===== config.mk =====
export PLATFORM = sky130hd
export DESIGN_NAME = result_tx_serializer
export DESIGN_NICKNAME = d
export VERILOG_FILES = /design/src/rtl/result_tx_serializer.sv
export SDC_FILE = /design/constraint.sdc
export NUM_CORES = 1
export LEC_CHECK = 0
export ABC_AREA = 1
export CAP_MARGIN = 0
export CORE_MARGIN = 2
export CORE_UTILIZATION = 54
export DETAILED_ROUTE_END_ITERATION = 12
export GPL_ROUTABILITY_DRIVEN = 0
export PLACE_DENSITY_LB_ADDON = 0.3
export SYNTH_ARGS = -nofsm -noshare
export SYNTH_HDL_FRONTEND = slang
export SYNTH_SLANG_ARGS = --single-unit

===== constraint.sdc =====
create_clock -name clk -period 4 [get_ports clk]
set_input_delay 1.2 -clock clk [delete_from_list [all_inputs] [get_ports clk]]
set_output_delay 1.2 -clock clk [all_outputs]
set_load 0.01 [all_outputs]

===== src/rtl/result_tx_serializer.sv =====
// Result transmit serializer: snapshots a vector or scalar result on request and
// streams it MSB-first, byte by byte, to a UART transmitter using a start/busy
// handshake. Signals completion with a one-cycle tx_sent pulse.
module result_tx_serializer #(
    parameter int unsigned NINPUTS        = 8,
    parameter int unsigned WORD_W         = 32,
    parameter int unsigned BYTES_PER_WORD = 4    // 1 .. WORD_W/8
) (
    input  logic                           clk,
    input  logic                           reset,
    input  logic                           begin_transmission,
    input  logic                           send_vector,
    input  logic [NINPUTS-1:0][WORD_W-1:0] par_result,
    input  logic [WORD_W-1:0]              man_result,
    input  logic                           tx_busy,
    output logic [7:0]                     tx_data,
    output logic                           tx_start,
    output logic                           tx_sent,
    output logic                           busy
);

    localparam int unsigned IdxW  = (NINPUTS > 1) ? $clog2(NINPUTS) : 1;
    localparam int unsigned CntW  = $clog2(NINPUTS + 1);
    localparam int unsigned ByteW = (BYTES_PER_WORD > 1) ? $clog2(BYTES_PER_WORD) : 1;

    typedef enum logic [2:0] {
        StIdle,
        StStart,
        StWaitAck,
        StWaitDone,
        StFinish
    } state_e;

    state_e                         state_q, state_d;
    logic [NINPUTS-1:0][WORD_W-1:0] snap_q, snap_d;
    logic [CntW-1:0]                word_count_q, word_count_d;
    logic [IdxW-1:0]                word_idx_q, word_idx_d;
    logic [ByteW-1:0]               byte_idx_q, byte_idx_d;
    logic [7:0]                     tx_data_q, tx_data_d;
    logic                           tx_start_q, tx_start_d;
    logic                           tx_sent_q, tx_sent_d;
    logic                           busy_q, busy_d;

    logic [WORD_W-1:0]              cur_word;
    logic [7:0]                     cur_byte;
    logic                           last_byte_of_word;
    logic                           last_word;

    // Select the current byte of the snapshot: byte index 0 is the most significant sent byte.
    always_comb begin
        cur_word = snap_q[word_idx_q];
        cur_byte = '0;
        for (int unsigned b = 0; b < BYTES_PER_WORD; b++) begin
            if (byte_idx_q == ByteW'(b)) begin
                cur_byte = cur_word[8*(BYTES_PER_WORD-b)-1 -: 8];
            end
        end
        last_byte_of_word = (byte_idx_q == ByteW'(BYTES_PER_WORD - 1));
        last_word         = ((CntW'(word_idx_q) + CntW'(1)) == word_count_q);
    end

    // Next-state and registered-output logic for the transmit FSM.
    always_comb begin
        state_d      = state_q;
        snap_d       = snap_q;
        word_count_d = word_count_q;
        word_idx_d   = word_idx_q;
        byte_idx_d   = byte_idx_q;
        tx_data_d    = tx_data_q;
        tx_start_d   = 1'b0;
        tx_sent_d    = 1'b0;
        busy_d       = busy_q;

        unique case (state_q)
            StIdle: begin
                if (begin_transmission) begin
                    if (send_vector) begin
                        snap_d       = par_result;
                        word_count_d = CntW'(NINPUTS);
                    end else begin
                        snap_d       = '0;
                        snap_d[0]    = man_result;
                        word_count_d = CntW'(1);
                    end
                    word_idx_d = '0;
                    byte_idx_d = '0;
                    busy_d     = 1'b1;
                    state_d    = StStart;
                end
            end
            StStart: begin
                // Never strobe while the UART is still busy with something else.
                if (!tx_busy) begin
                    tx_data_d  = cur_byte;
                    tx_start_d = 1'b1;
                    state_d    = StWaitAck;
                end
            end
            StWaitAck: begin
                if (tx_busy) begin
                    state_d = StWaitDone;
                end
            end
            StWaitDone: begin
                if (!tx_busy) begin
                    if (last_byte_of_word && last_word) begin
                        tx_sent_d = 1'b1;
                        state_d   = StFinish;
                    end else begin
                        if (last_byte_of_word) begin
                            byte_idx_d = '0;
                            word_idx_d = word_idx_q + IdxW'(1);
                        end else begin
                            byte_idx_d = byte_idx_q + ByteW'(1);
                        end
                        state_d = StStart;
                    end
                end
            end
            StFinish: begin
                busy_d  = 1'b0;
                state_d = StIdle;
            end
            default: begin
                state_d = StIdle;
            end
        endcase
    end

    // State and output registers with synchronous active-low reset.
    always_ff @(posedge clk) begin
        if (!reset) begin
            state_q      <= StIdle;
            snap_q       <= '0;
            word_count_q <= '0;
            word_idx_q   <= '0;
            byte_idx_q   <= '0;
            tx_data_q    <= '0;
            tx_start_q   <= 1'b0;
            tx_sent_q    <= 1'b0;
            busy_q       <= 1'b0;
        end else begin
            state_q      <= state_d;
            snap_q       <= snap_d;
            word_count_q <= word_count_d;
            word_idx_q   <= word_idx_d;
            byte_idx_q   <= byte_idx_d;
            tx_data_q    <= tx_data_d;
            tx_start_q   <= tx_start_d;
            tx_sent_q    <= tx_sent_d;
            busy_q       <= busy_d;
        end
    end

    assign tx_data  = tx_data_q;
    assign tx_start = tx_start_q;
    assign tx_sent  = tx_sent_q;
    assign busy     = busy_q;

endmodule


* Yosys cells after proc, flatten, opt, wreduce, memory -nomap -nowiden
Cells that the tools add are included.
Cells by class: $lt $le $gt $ge 1, bitwise gates (word level) 3, add/sub/neg operators 3, multiplexer cells 28, reductions and logical operators 13, eq/ne operators 14, multiply operators 0, shift operators 0, divide/modulo/power cells 0
Operators by type and width (count):
- $mux W256 | 1
- $bmux W32 S3 | 1
- $mux W32 | 1
- $mux W8 | 4
- $mux W3 | 9
- $ne A2 B2 Y1 const B | 6
- $pmux W3 S4 | 1
- $mux W2 | 4
- $reduce_and A2 Y1 | 4
- $reduce_and A4 Y1 | 2
- $eq A3 B2 Y1 const B | 2
- $pmux W3 S2 | 1
- $reduce_and A5 Y1 | 1
- $add A3 B1 Y4 const B | 1
- $eq A2 B2 Y1 const B | 2
- $eq A4 B4 Y1 | 1
- $lt A3 B4 Y1 const B | 1
- $mux W4 | 1
- $pmux W2 S2 | 1
- $reduce_bool A2 Y1 | 2
- $add A3 B1 Y3 const B | 1
- $eq A3 B1 Y1 const B | 1
- $eq A3 B3 Y1 const B | 1
- $logic_not A3 Y1 | 1
- 8 further kinds | 12
Storage, ports and cells: input bits 293, bits in writable memories 0, bits in registers 279, word-level logic and storage cells 78, output and inout port bits 11, memories 0, latch bits 0, memory bits (read-only) 0

* Longest topological paths before layout
Gate-level depths: netlist of run 1.
depth after elaboration 6, gate-level depth with buffers 12, gate-level depth less buffers 11

* Least setup slack after synthesis of run 1
Ideal clock, no wire load.
kind input-to-reg, start input begin_transmission, end register snap_q[107] (netlist bit), buffers on the path 2, cell stages on the path 5, slack 1.876 ns, required time 3.930 ns, arrival time 2.054 ns, cell sequence nand2_2 clkbuf_1 clkbuf_1 nand2_1 a21oi_1
Between the ends: word-level cells in the longest chain between the ends 1
RTL lines:
- from (decl) | line 11 | input logic begin_transmission,
- $reduce_and A2 Y1 (no line)
- to (signal assigned) | line 144 | snap_q <= snap_d;
- to (decl) | line 35 | logic [NINPUTS-1:0][WORD_W-1:0] snap_q, snap_d;
Every way passes these cells. A chain may end at the register's enable or synchronous reset.

* Worst setup path in the final report of run 1
start register word_idx_q[0], end register tx_data_q[0], in the netlist tx_data[0]
Between the ends: word-level cells in the longest chain between the ends 6
RTL lines:
- from (decl) | line 37 | logic [IdxW-1:0] word_idx_q, word_idx_d;
- from (signal assigned) | line 146 | word_idx_q <= word_idx_d;
- $bmux W32 S3 (*) | line 51 | cur_word = snap_q[word_idx_q];
- $mux W32 (implied by the code) (*) | line 51
- $mux W8 (3 in series) | line 54 | if (byte_idx_q == ByteW'(b)) begin
- $mux W8 (*) | line 54
- to (signal assigned) | line 148 | tx_data_q <= tx_data_d;
- to (decl) | line 39 | logic [7:0] tx_data_q, tx_data_d;
Every way passes the cells marked *; elsewhere a longest branch is shown, timed or not. The select of a mux whose other input is x is not followed.

==> summary.md, run 1 <==
| Metric | Value |
|---|---|
| Router iterations before antenna repair | 5 |
| CP endpoint kind | flip-flop |
| RSZ-0062 raised after global routing | false |
| Post-DP Area | between 15000 and 20000 µm² |
| First-pass GRT wire length | just over 60000 µm |
| Final period util | about 70% |
| Critical Path Slowest Stage Cell | buf_4 |
| Die Y-Extent | about 160 µm |
| Clk_lat worst skew | between 0.5 and 0.6 ns |
| Switch share | between 30% and 40% |
| #FFs+latches synth | 277 |
| Worst-margin pin slew | 1.172 ns |
| Critical path required time | between 4 and 5 ns |
| Area growth, synth to finish | 31.05% |
| Worst Slack Setup Final | roughly 1.2 ns |
| Initial antenna violation count | 1 |
| Worst Skew | 0.009994 ns |
| DP HPWL | approximately 26000 µm |
| GR Layer Usage met2 | 49.80% |
| Post-CTS setup buffer count | 0 |
| Final std cells w/o fill | between 2000 and 2500 |
| Leak | 6.312 nW |
| Initial Util | between 50% and 60% |
| M1 GR Usage | 42.22% |
| CTS Buffer Depth | 3 |
| Global route overflow | 0 |
| CTS Sinks | 277 |
| Detailed Route WL | between 30000 and 40000 µm |
| # resized after CTS | 0 |
| CTS tree | built |
| Met3 global-route usage | 4.956% |
| Worst min path class | reg -> reg |
| Final #Nets | approximately 2400 |
| Hold buffers post-CTS | 0 |
| Syn Inst Count | 1928 |
| Io pins | 304 |
| Max-slew violations | 0 |
| Post-Syn Nets | around 2200 |
| GRT Overall Usage | between 30% and 40% |
| Post-Syn Area | 12710 µm² |
| DRC errors left | 0 |
| WHS | around 0.46 ns |
| Routed length per instance | 15.90 µm |
| Clock power share | 34.8% |
| Vias in the first global route | approximately 12000 |
| VDD IR-drop max | between 0.0003 and 0.0004 V |
| Crit path max fanout | a little over 80 |
| Setup_tns | 0 ns |
| Comb power frac | 22.8% |
| # port buffers | approximately 300 |
| Core ar. | around 23000 µm² |
| Slowest stage delay, CP | 0.79 ns |
| FMAX | between 300 and 400 MHz |
| ANT nets after route | 0 |
| Final design area excluding fillers | about 17000 µm² |
| Switching power | roughly 2.3 mW |
| Final core utilization | a little under three quarters |
| Placed cells | 2425 |
| Clock root buffer | clkbuf_16 |
| Crit start category | flip-flop |
| Min cycle time layout | between 2 and 3 ns |
| Vias/cell | around 5.4 |
| Internal Power | between 5 and 6 mW |
| Critical path start-end classification | reg -> reg |
| CP arrival | around 3.3 ns |
| Max_cap viols | 0 |
| Row Count | 56 |
| Total Power | between 7 and 8 mW |
| Final setup fails | 0 |
| Worst-path cell chain | buf_4 > nand2_1 > nand2_1 > nand2_1 > nand3_1 > nand3_1 > nand2_1 > nand2_1 > nand2_1 > nand2_1 > a21oi_1 |
| Pin count of the biggest net entering global routing | around 130 |
| Share of layout cells above drive strength 1 | around 3.3% |
| Yosys warnings | 0 |
| H-tree Lvls | 1 |
| Inserted Clock Buffers | 28 |
| Avg Inst Size Synth | roughly 6.6 µm² |
| Distinct cells, synth | 25 |
| Die ar. | between 20000 and 25000 µm² |
| Fin. Hold Viols | 0 |
| # fillers | ~2000 |
| Initial DRC Count | about 1400 |
| Relative slew slack | 21.80% |
| Pre-CTS WS | approximately 0.89 ns |
| Status | complete, no violations |
| Detailed-route via count | 13260 |
| Die width | 157.4 µm |
| Sequential share of the synthesized area | a little over two fifths |
| PwrDens | between 400 and 500 nW/µm² |
| Reg power frac | 42.4% |
| Clock slew seen by the registers of the worst setup and hold paths | around 0.06 ns |
| Crit-path most repeated cell | nand2_1 |
| Grt peak-use layer | met2 |
==> power by group through the flow <==
| stage | Clock (mW) | Combinational (mW) | Sequential [mW] |
|---|---|---|---|
| 2_1_floorplan | 0 | 1.08 | 3.24 |
| 3_3_place_gp | 0 | 1.68 | 3.27 |
| 3_5_place_dp | 0 | 1.72 | 3.28 |
| 4_1_cts | 2.67 | 1.73 | 3.22 |
| 5_1_grt | 2.78 | 1.92 | 3.26 |
| 6_report | 2.64 | 1.74 | 3.23 |
==> path summary, 6_finish.rpt <==
| kind | from | slack (ns) | endpoint | depth (start not counted) |
|---|---|---|---|---|
| hold reg to reg | snap_q[68] | 0.46 | snap_q[68] | 2 |
| setup / recovery | word_idx_q[0] | 1.19 | tx_data[0] | 11 |
| setup reg to reg | word_idx_q[0] | 1.19 | tx_data[0] | 11 |
| hold / removal | snap_q[68] | 0.46 | snap_q[68] | 2 |
==> cell families after synthesis <==
group                    Yosys count  synth area share [%]
AO/OA/AOI/OAI                    384                 16.14
buffers and inverters            266                 8.850
adder cells (fa/ha/maj)            5                0.4922
XOR/XNOR                           2                0.1378
flip-flops                       277                 43.63
AND/OR/NAND/NOR                  994                 30.74
==> cells in the final DEF, fill, tap and decap left out, drive strengths merged <==
cell	count
clkbuf	44
o211ai	33
a31oi	32
nand3	119
o21ai	77
inv	123
buf	17
a21oi	239
clkdlybuf4s50	303
a211oi	2
dfxtp	277
bufinv	1
o31ai	1
nand3b	1
nand2	765
ha	5
clkinv	8
diode	1
xor2	2
nor3	5
nor2	104
==> metal layers <==
| metal | share of wire [%] | wire [µm] | vias to the layer above |
|---|---|---|---|
| met5 | 0 | 0 | - |
| met2 | 45 | 17910 | 591 |
| met4 | 2.5 | 982 | 0 |
| li1 | - | - | 6566 |
| met3 | 8.9 | 3520 | 68 |
| met1 | 43 | 16980 | 6038 |
==> critical path, delay by kind of cell (launching register included) <==
| family | cells | cell delay (ns) |
|---|---|---|
| AOI/OAI and AO/OA | 1 | 0.12 |
| DFF | 1 | 0.74 |
| buffers and inverters | 1 | 0.79 |
| and+or+nand+nor | 9 | 0.99 |
==> registers in the layout (all words and copies together), names as in the netlist <==
signal,flops
snap_q,256
tx_data,8
state_q,3
word_idx_q,3
byte_idx_q,2
word_count_q,2
busy,1
tx_sent,1
tx_start,1
==> cell usage after synthesis <==
master	instances	share of area, %
buf_4	11	0.65
clkinv_1	1	0.030
clkbuf_1	60	1.8
o211ai_1	33	1.9
ha_1	5	0.49
nand3_1	119	4.7
a211oi_1	2	0.12
buf_6	1	0.089
nor3_1	4	0.16
buf_1	8	0.24
nand2_1	764	23
a21oi_1	239	9.4
nand2_2	1	0.049
nand3b_1	1	0.059
inv_1	123	3.6
o21ai_0	77	3.0
buf_2	62	2.4
nor3_2	1	0.079
o31ai_1	1	0.059
nor2_1	102	3.0
dfxtp_1	277	44
xor2_1	2	0.14
nor2_2	1	0.049
a31oi_1	32	1.6
nor2_4	1	0.089
==> final cells by class <==
cell class | instances | area [µm²] | share of cell area, %
diodes | 1 | 2.502 | 0.01502
clock buffers | 44 | 872.1 | 5.236
flip-flops and latches | 277 | 5553 | 33.34
inverters | 124 | 475.5 | 2.855
multi-input cells | 1385 | 6053 | 36.34
repair buffers | 320 | 3236 | 19.43
clock inverters | 8 | 65.06 | 0.3906
well taps | 319 | 399.1 | 2.396
No activity file was read; power rests on OpenSTA's default activity.
==> run 2, diff against run 1 <==
Settings changed: CORE_UTILIZATION 54 to 45.
Clock period 4 ns to 2.4 ns, I/O delays scaled along.
==> summary.md, run 2 (same netlist as run 1, synthesis figures left out) <==
| Metric | Value |
|---|---|
| Vias in the first global route | 12300 |
| Worst-path cell chain | clkdlybuf4s50_1 |
| Critical Path Slowest Stage Cell | clkdlybuf4s50_1 |
| Total Power | ~13 mW |
| Worst setup path endpoint | tx_data[7] |
| Row Count | just over 60 |
| Worst min path class | reg -> reg |
| Routed length per instance | ~16 µm |
| Clock slew seen by the registers of the worst setup and hold paths | ~0.06 ns |
| Status | complete, no violations |
| Clock root buffer | clkbuf_16 |
| # port buffers | around 300 |
| Final core utilization | approximately three fifths |
| Internal Power | ~9.2 mW |
| DP HPWL | around 28000 µm |
| RSZ-0062 raised after global routing | false |
| Clk_lat worst skew | between 0.5 and 0.6 ns |
| VDD IR-drop max | around 0.00053 V |
| Final std cells w/o fill | 2567 |
| Worst Path Buf+Inv | 1 |
| Max_cap viols | 0 |
| CTS tree | built |
| Detailed Route WL | 40390 µm |
| Min cycle time layout | ~2.2 ns |
| Max-slew violations | 0 |
| Setup_tns | 0 ns |
| ANT nets after route | 0 |
| Max Used Layer | met5 |
| Core ar. | roughly 28000 µm² |
| WHS | 0.4597 ns |
| Hold buffers post-CTS | 0 |
| Global route overflow | 0 |
| R2r setup slk | about 0.36 ns |
| Length of routed met3 wiring | 3693 µm |
| CP arrival | ~1.5 ns |
| Pre-CTS WS | about 0.063 ns |
| Die ar. | roughly 30000 µm² |
| Detailed-route via count | about 13000 |
| GRT Overall Usage | a little over a quarter |
| DRC errors left | 0 |
| Router iterations before antenna repair | 5 |
| Placed cells | 2511 |
| Worst-margin pin slew | 0.7386 ns |
| Post-CTS setup buffer count | 0 |
| Most frequent cells in the layout | nand2_1 (764), clkdlybuf4s50_1 (303), dfxtp_1 (275) |
| DRT met1 WL | 17820 µm |
| Reg2Reg Launch Point | word_idx_q[0] |
| Worst Skew | 0.02105 ns |
| H-tree Lvls | 1 |
| Crit path max fanout | 2 |
| Post-DP Area | between 15000 and 20000 µm² |
| Switching power | 3.938 mW |
| Initial DRC Count | about 1300 |
| Initial Util | between 40% and 50% |
| Vias/cell | ~5.2 |
| Fin. Hold Viols | 0 |
| Final design area excluding fillers | around 17000 µm² |
| Initial antenna violation count | 3 |
| Reg2Reg Depth | 8 |
| Slowest stage delay, CP | 0.55 ns |
| Area growth, synth to finish | 35.16% |
| Reg power frac | between 40 and 50% |
| Critical path required time | 1.68 ns |
| Worst Slack Setup Final | about 0.21 ns |
| Crit path from | tx_data[7] |
| Relative slew slack | between 50% and 60% |
| Top delay family on crit path | buffers and inverters |
| Comb power frac | between 20% and 30% |
| Leak | between 6 and 7 nW |
| Die Y-Extent | roughly 170 µm |
| Pin count of the biggest net entering global routing | between 100 and 150 |
| Clock power share | between 30% and 40% |
| CTS Sinks | about 280 |
| Share of layout cells above drive strength 1 | ~4.6% |
| PwrDens | between 700 and 800 nW/µm² |
| Final #Nets | roughly 2500 |
| Crit start category | flip-flop |
| Met2 WL post-DR | 17960 µm |
| Switch share | roughly 30% |
| Critical path start-end classification | reg -> out |
| Io pins | roughly 300 |
| First-pass GRT wire length | between 60000 and 70000 µm |
| # resized after CTS | 0 |
| Crit path depth | 1 |
| CP endpoint kind | primary output |
| Final period util | between 90% and 100% |
| Max reg flops | about 260 |
| Die width | roughly 170 µm |
| Inserted Clock Buffers | 29 |
| Reg-to-reg endpoint | word_idx_q[2] |
| Final setup fails | 0 |
| CTS Buffer Depth | 3 |
| Most common cell after layout, fill and taps aside | nand2_1 |
| Top reg by flops | snap_q |
| FMAX | between 400 and 500 MHz |
run 2: area by class of cell:
class / instances / area (µm²)
fill: 2589 / 10600
timing repair buffer: 347 / 3626
clock inverter: 14 / 176.4
antenna: 2 / 5.005
sequential: 277 / 5553
multi-input combinational: 1385 / 6053
inverter: 124 / 475.5
clock buffer: 40 / 817.0
tap: 378 / 473.0
run 2: layer usage:
layer / vias up / track usage, %
met5: - / 0
met4: 2 / 6.613
met3: 60 / 4.486
met2: 563 / 41.94
met1: 5982 / 37.50
li1: 6633 / -
run 2: worst min-delay path by stage:
stage | from | to | slack, ns | depth (start not counted)
final | snap_q[44] | snap_q[44] | 0.46 | 2
after global routing | snap_q[106] | snap_q[106] | 0.48 | 2
after CTS | snap_q[169] | snap_q[169] | 0.46 | 2
after detailed placement | snap_q[169] | snap_q[169] | 0.45 | 2
after global placement | snap_q[47] | snap_q[47] | 0.45 | 2
after floorplan | snap_q[160] | snap_q[160] | 0.44 | 2
run 2: power by group through the flow:
stage	registers [mW]	logic (mW)	clock network, mW
6_report	5.37	3.10	4.66
5_1_grt	5.42	3.43	4.89
4_1_cts	5.36	3.10	4.74
3_5_place_dp	5.46	3.07	0
3_3_place_gp	5.45	3.02	0
2_1_floorplan	5.40	1.80	0
==> run 3, diff against run 2 <==
Settings changed: CELL_PAD_IN_SITES_DETAIL_PLACEMENT set to 1, CELL_PAD_IN_SITES_GLOBAL_PLACEMENT set to 2, CORE_UTILIZATION 45 to 24.
==> summary.md, run 3 (same netlist as run 1, synthesis figures left out) <==
| Metric | Value |
|---|---|
| Most common cell after layout, fill and taps aside | nand2_1 |
| Max_cap viols | 0 |
| Router iterations before antenna repair | 5 |
| Final #Nets | 2480 |
| Vias/cell | between 4 and 5 |
| Clock slew seen by the registers of the worst setup and hold paths | roughly 0.06 ns |
| Reg power frac | between 30% and 40% |
| R2r setup slk | 0.30 ns |
| PwrDens | about 790 nW/µm² |
| CP endpoint kind | primary output |
| WHS | about 0.46 ns |
| Final period util | 91.76% |
| Crit path max fanout | 2 |
| Total Power | 14.02 mW |
| CTS Sinks | ~280 |
| Clock power share | a little under two fifths |
| Detailed-route via count | between 10000 and 15000 |
| First-pass GRT wire length | 80310 µm |
| DP HPWL | ~38000 µm |
| Leak | approximately 6.7 nW |
| Slowest stage delay, CP | ~0.6 ns |
| Crit start category | flip-flop |
| Critical path start-end classification | reg -> out |
| Area growth, synth to finish | 40.37% |
| Pre-CTS WS | between 0.03 and 0.04 ns |
| # port buffers | ~300 |
| Post-DP Area | 16690 µm² |
| Final setup fails | 0 |
| Comb power frac | between 20% and 30% |
| Hold buffers post-CTS | 0 |
| Inserted Clock Buffers | 36 |
| VDD IR-drop max | 0.0003737 V |
| Pin count of the biggest net entering global routing | ~110 |
| H-tree Lvls | 2 |
| Share of layout cells above drive strength 1 | approximately 5.1% |
| Die Y-Extent | 234.1 µm |
| Max-slew violations | 0 |
| Worst Path Buf+Inv | 1 |
| Switching power | between 4 and 5 mW |
| Post-CTS setup buffer count | 0 |
| Final design area excluding fillers | 17840 µm² |
| ANT nets after route | 0 |
| Worst min path class | reg -> reg |
| Routed length per instance | 18.33 µm |
| Max reg flops | about 260 |
| Critical path required time | about 1.7 ns |
| Top reg by flops | snap_q |
| CP arrival | around 1.5 ns |
| Row Count | 84 |
| RSZ-0062 raised after global routing | false |
| DRC errors left | 0 |
| Worst Slack Setup Final | 0.1977 ns |
| Fin. Hold Viols | 0 |
| Top delay family on crit path | buffers and inverters |
| Worst-margin pin slew | approximately 0.64 ns |
| CTS tree | built |
| GRT Overall Usage | 19.15% |
| Setup_tns | 0 ns |
| Relative slew slack | a little under three fifths |
| CTS Buffer Depth | 3 |
| Initial Util | around a quarter |
| Vias in the first global route | roughly 14000 |
| Initial antenna violation count | 3 |
| Internal Power | ~9.6 mW |
| Die ar. | about 55000 µm² |
| FMAX | between 400 and 500 MHz |
| Die width | 234.1 µm |
| Worst-path cell chain | clkdlybuf4s50_1 |
| Switch share | between 30% and 40% |
| Worst Skew | 0.01464 ns |
| Min cycle time layout | 2.202 ns |
| Critical Path Slowest Stage Cell | clkdlybuf4s50_1 |
| Clock root buffer | clkbuf_16 |
| Global route overflow | 0 |
| Most frequent cells in the layout | nand2_1 (764), clkdlybuf4s50_1 (303), dfxtp_1 (275) |
| Initial DRC Count | roughly 720 |
| Io pins | a little over 300 |
| Detailed Route WL | between 50000 and 60000 µm |
| Core ar. | 52450 µm² |
| # resized after CTS | 0 |
| Clk_lat worst skew | 0.55 ns |
| Status | complete, no violations |
run 3: cell count changes in the layout (fill, tap and decap cells not counted), sizes merged:
cell / change
bufinv: -2
clkbuf: +16
diode: -1
inv: +1
buf: +11
clkinvlp: -1
clkinv: -5
run 3: power by group through the flow:
stage	logic, mW	clock network, mW	registers [mW]
floorplan	1.80	0	5.40
global placement	3.28	0	5.46
detailed placement	3.33	0	5.47
CTS	3.34	5.56	5.38
global route	3.66	5.71	5.44
finish	3.26	5.38	5.38
run 3: area by class of cell:
type	count	area (µm²)
clock inverters	7	92.59
fillers	6386	34600
repair buffers	358	3746
diodes	1	2.502
clock buffers	56	1057
well taps	688	860.8
inverters	124	475.5
multi-input cells	1385	6053
flip-flops and latches	277	5553
run 3: per-layer routing:
metal  global-route usage, %  part of all wire [%]  vias up
met5                       0                 0.040        -
met4                   6.171                   2.5        4
met3                   3.076                   4.6       71
met2                   32.10                    47      233
met1                   25.04                    46     6313
li1                        -                     -     6661
run 3: per-stage QoR:
step / cells / util [%]
6_report: 2896 / 34.02
5_1_grt: 2895 / 34.01
4_1_cts: 2895 / 34.01
3_5_place_dp: 2832 / 31.82
3_3_place_gp: 2832 / 31.82
2_1_floorplan: 1928 / -
run 3: worst paths after layout:
kind              cells after the start     startpoint     endpoint
setup / recovery                      1     tx_data[3]   tx_data[3]
hold / removal                        2    snap_q[199]  snap_q[199]
setup reg to reg                      8  word_idx_q[0]   tx_data[5]
hold reg to reg                       2    snap_q[199]  snap_q[199]
run 3: tightest hold or removal path, cell delays in order (launching register included):
cell and delay (ns):
dfxtp_1 0.30, nand2_1 0.06, a21oi_1 0.05
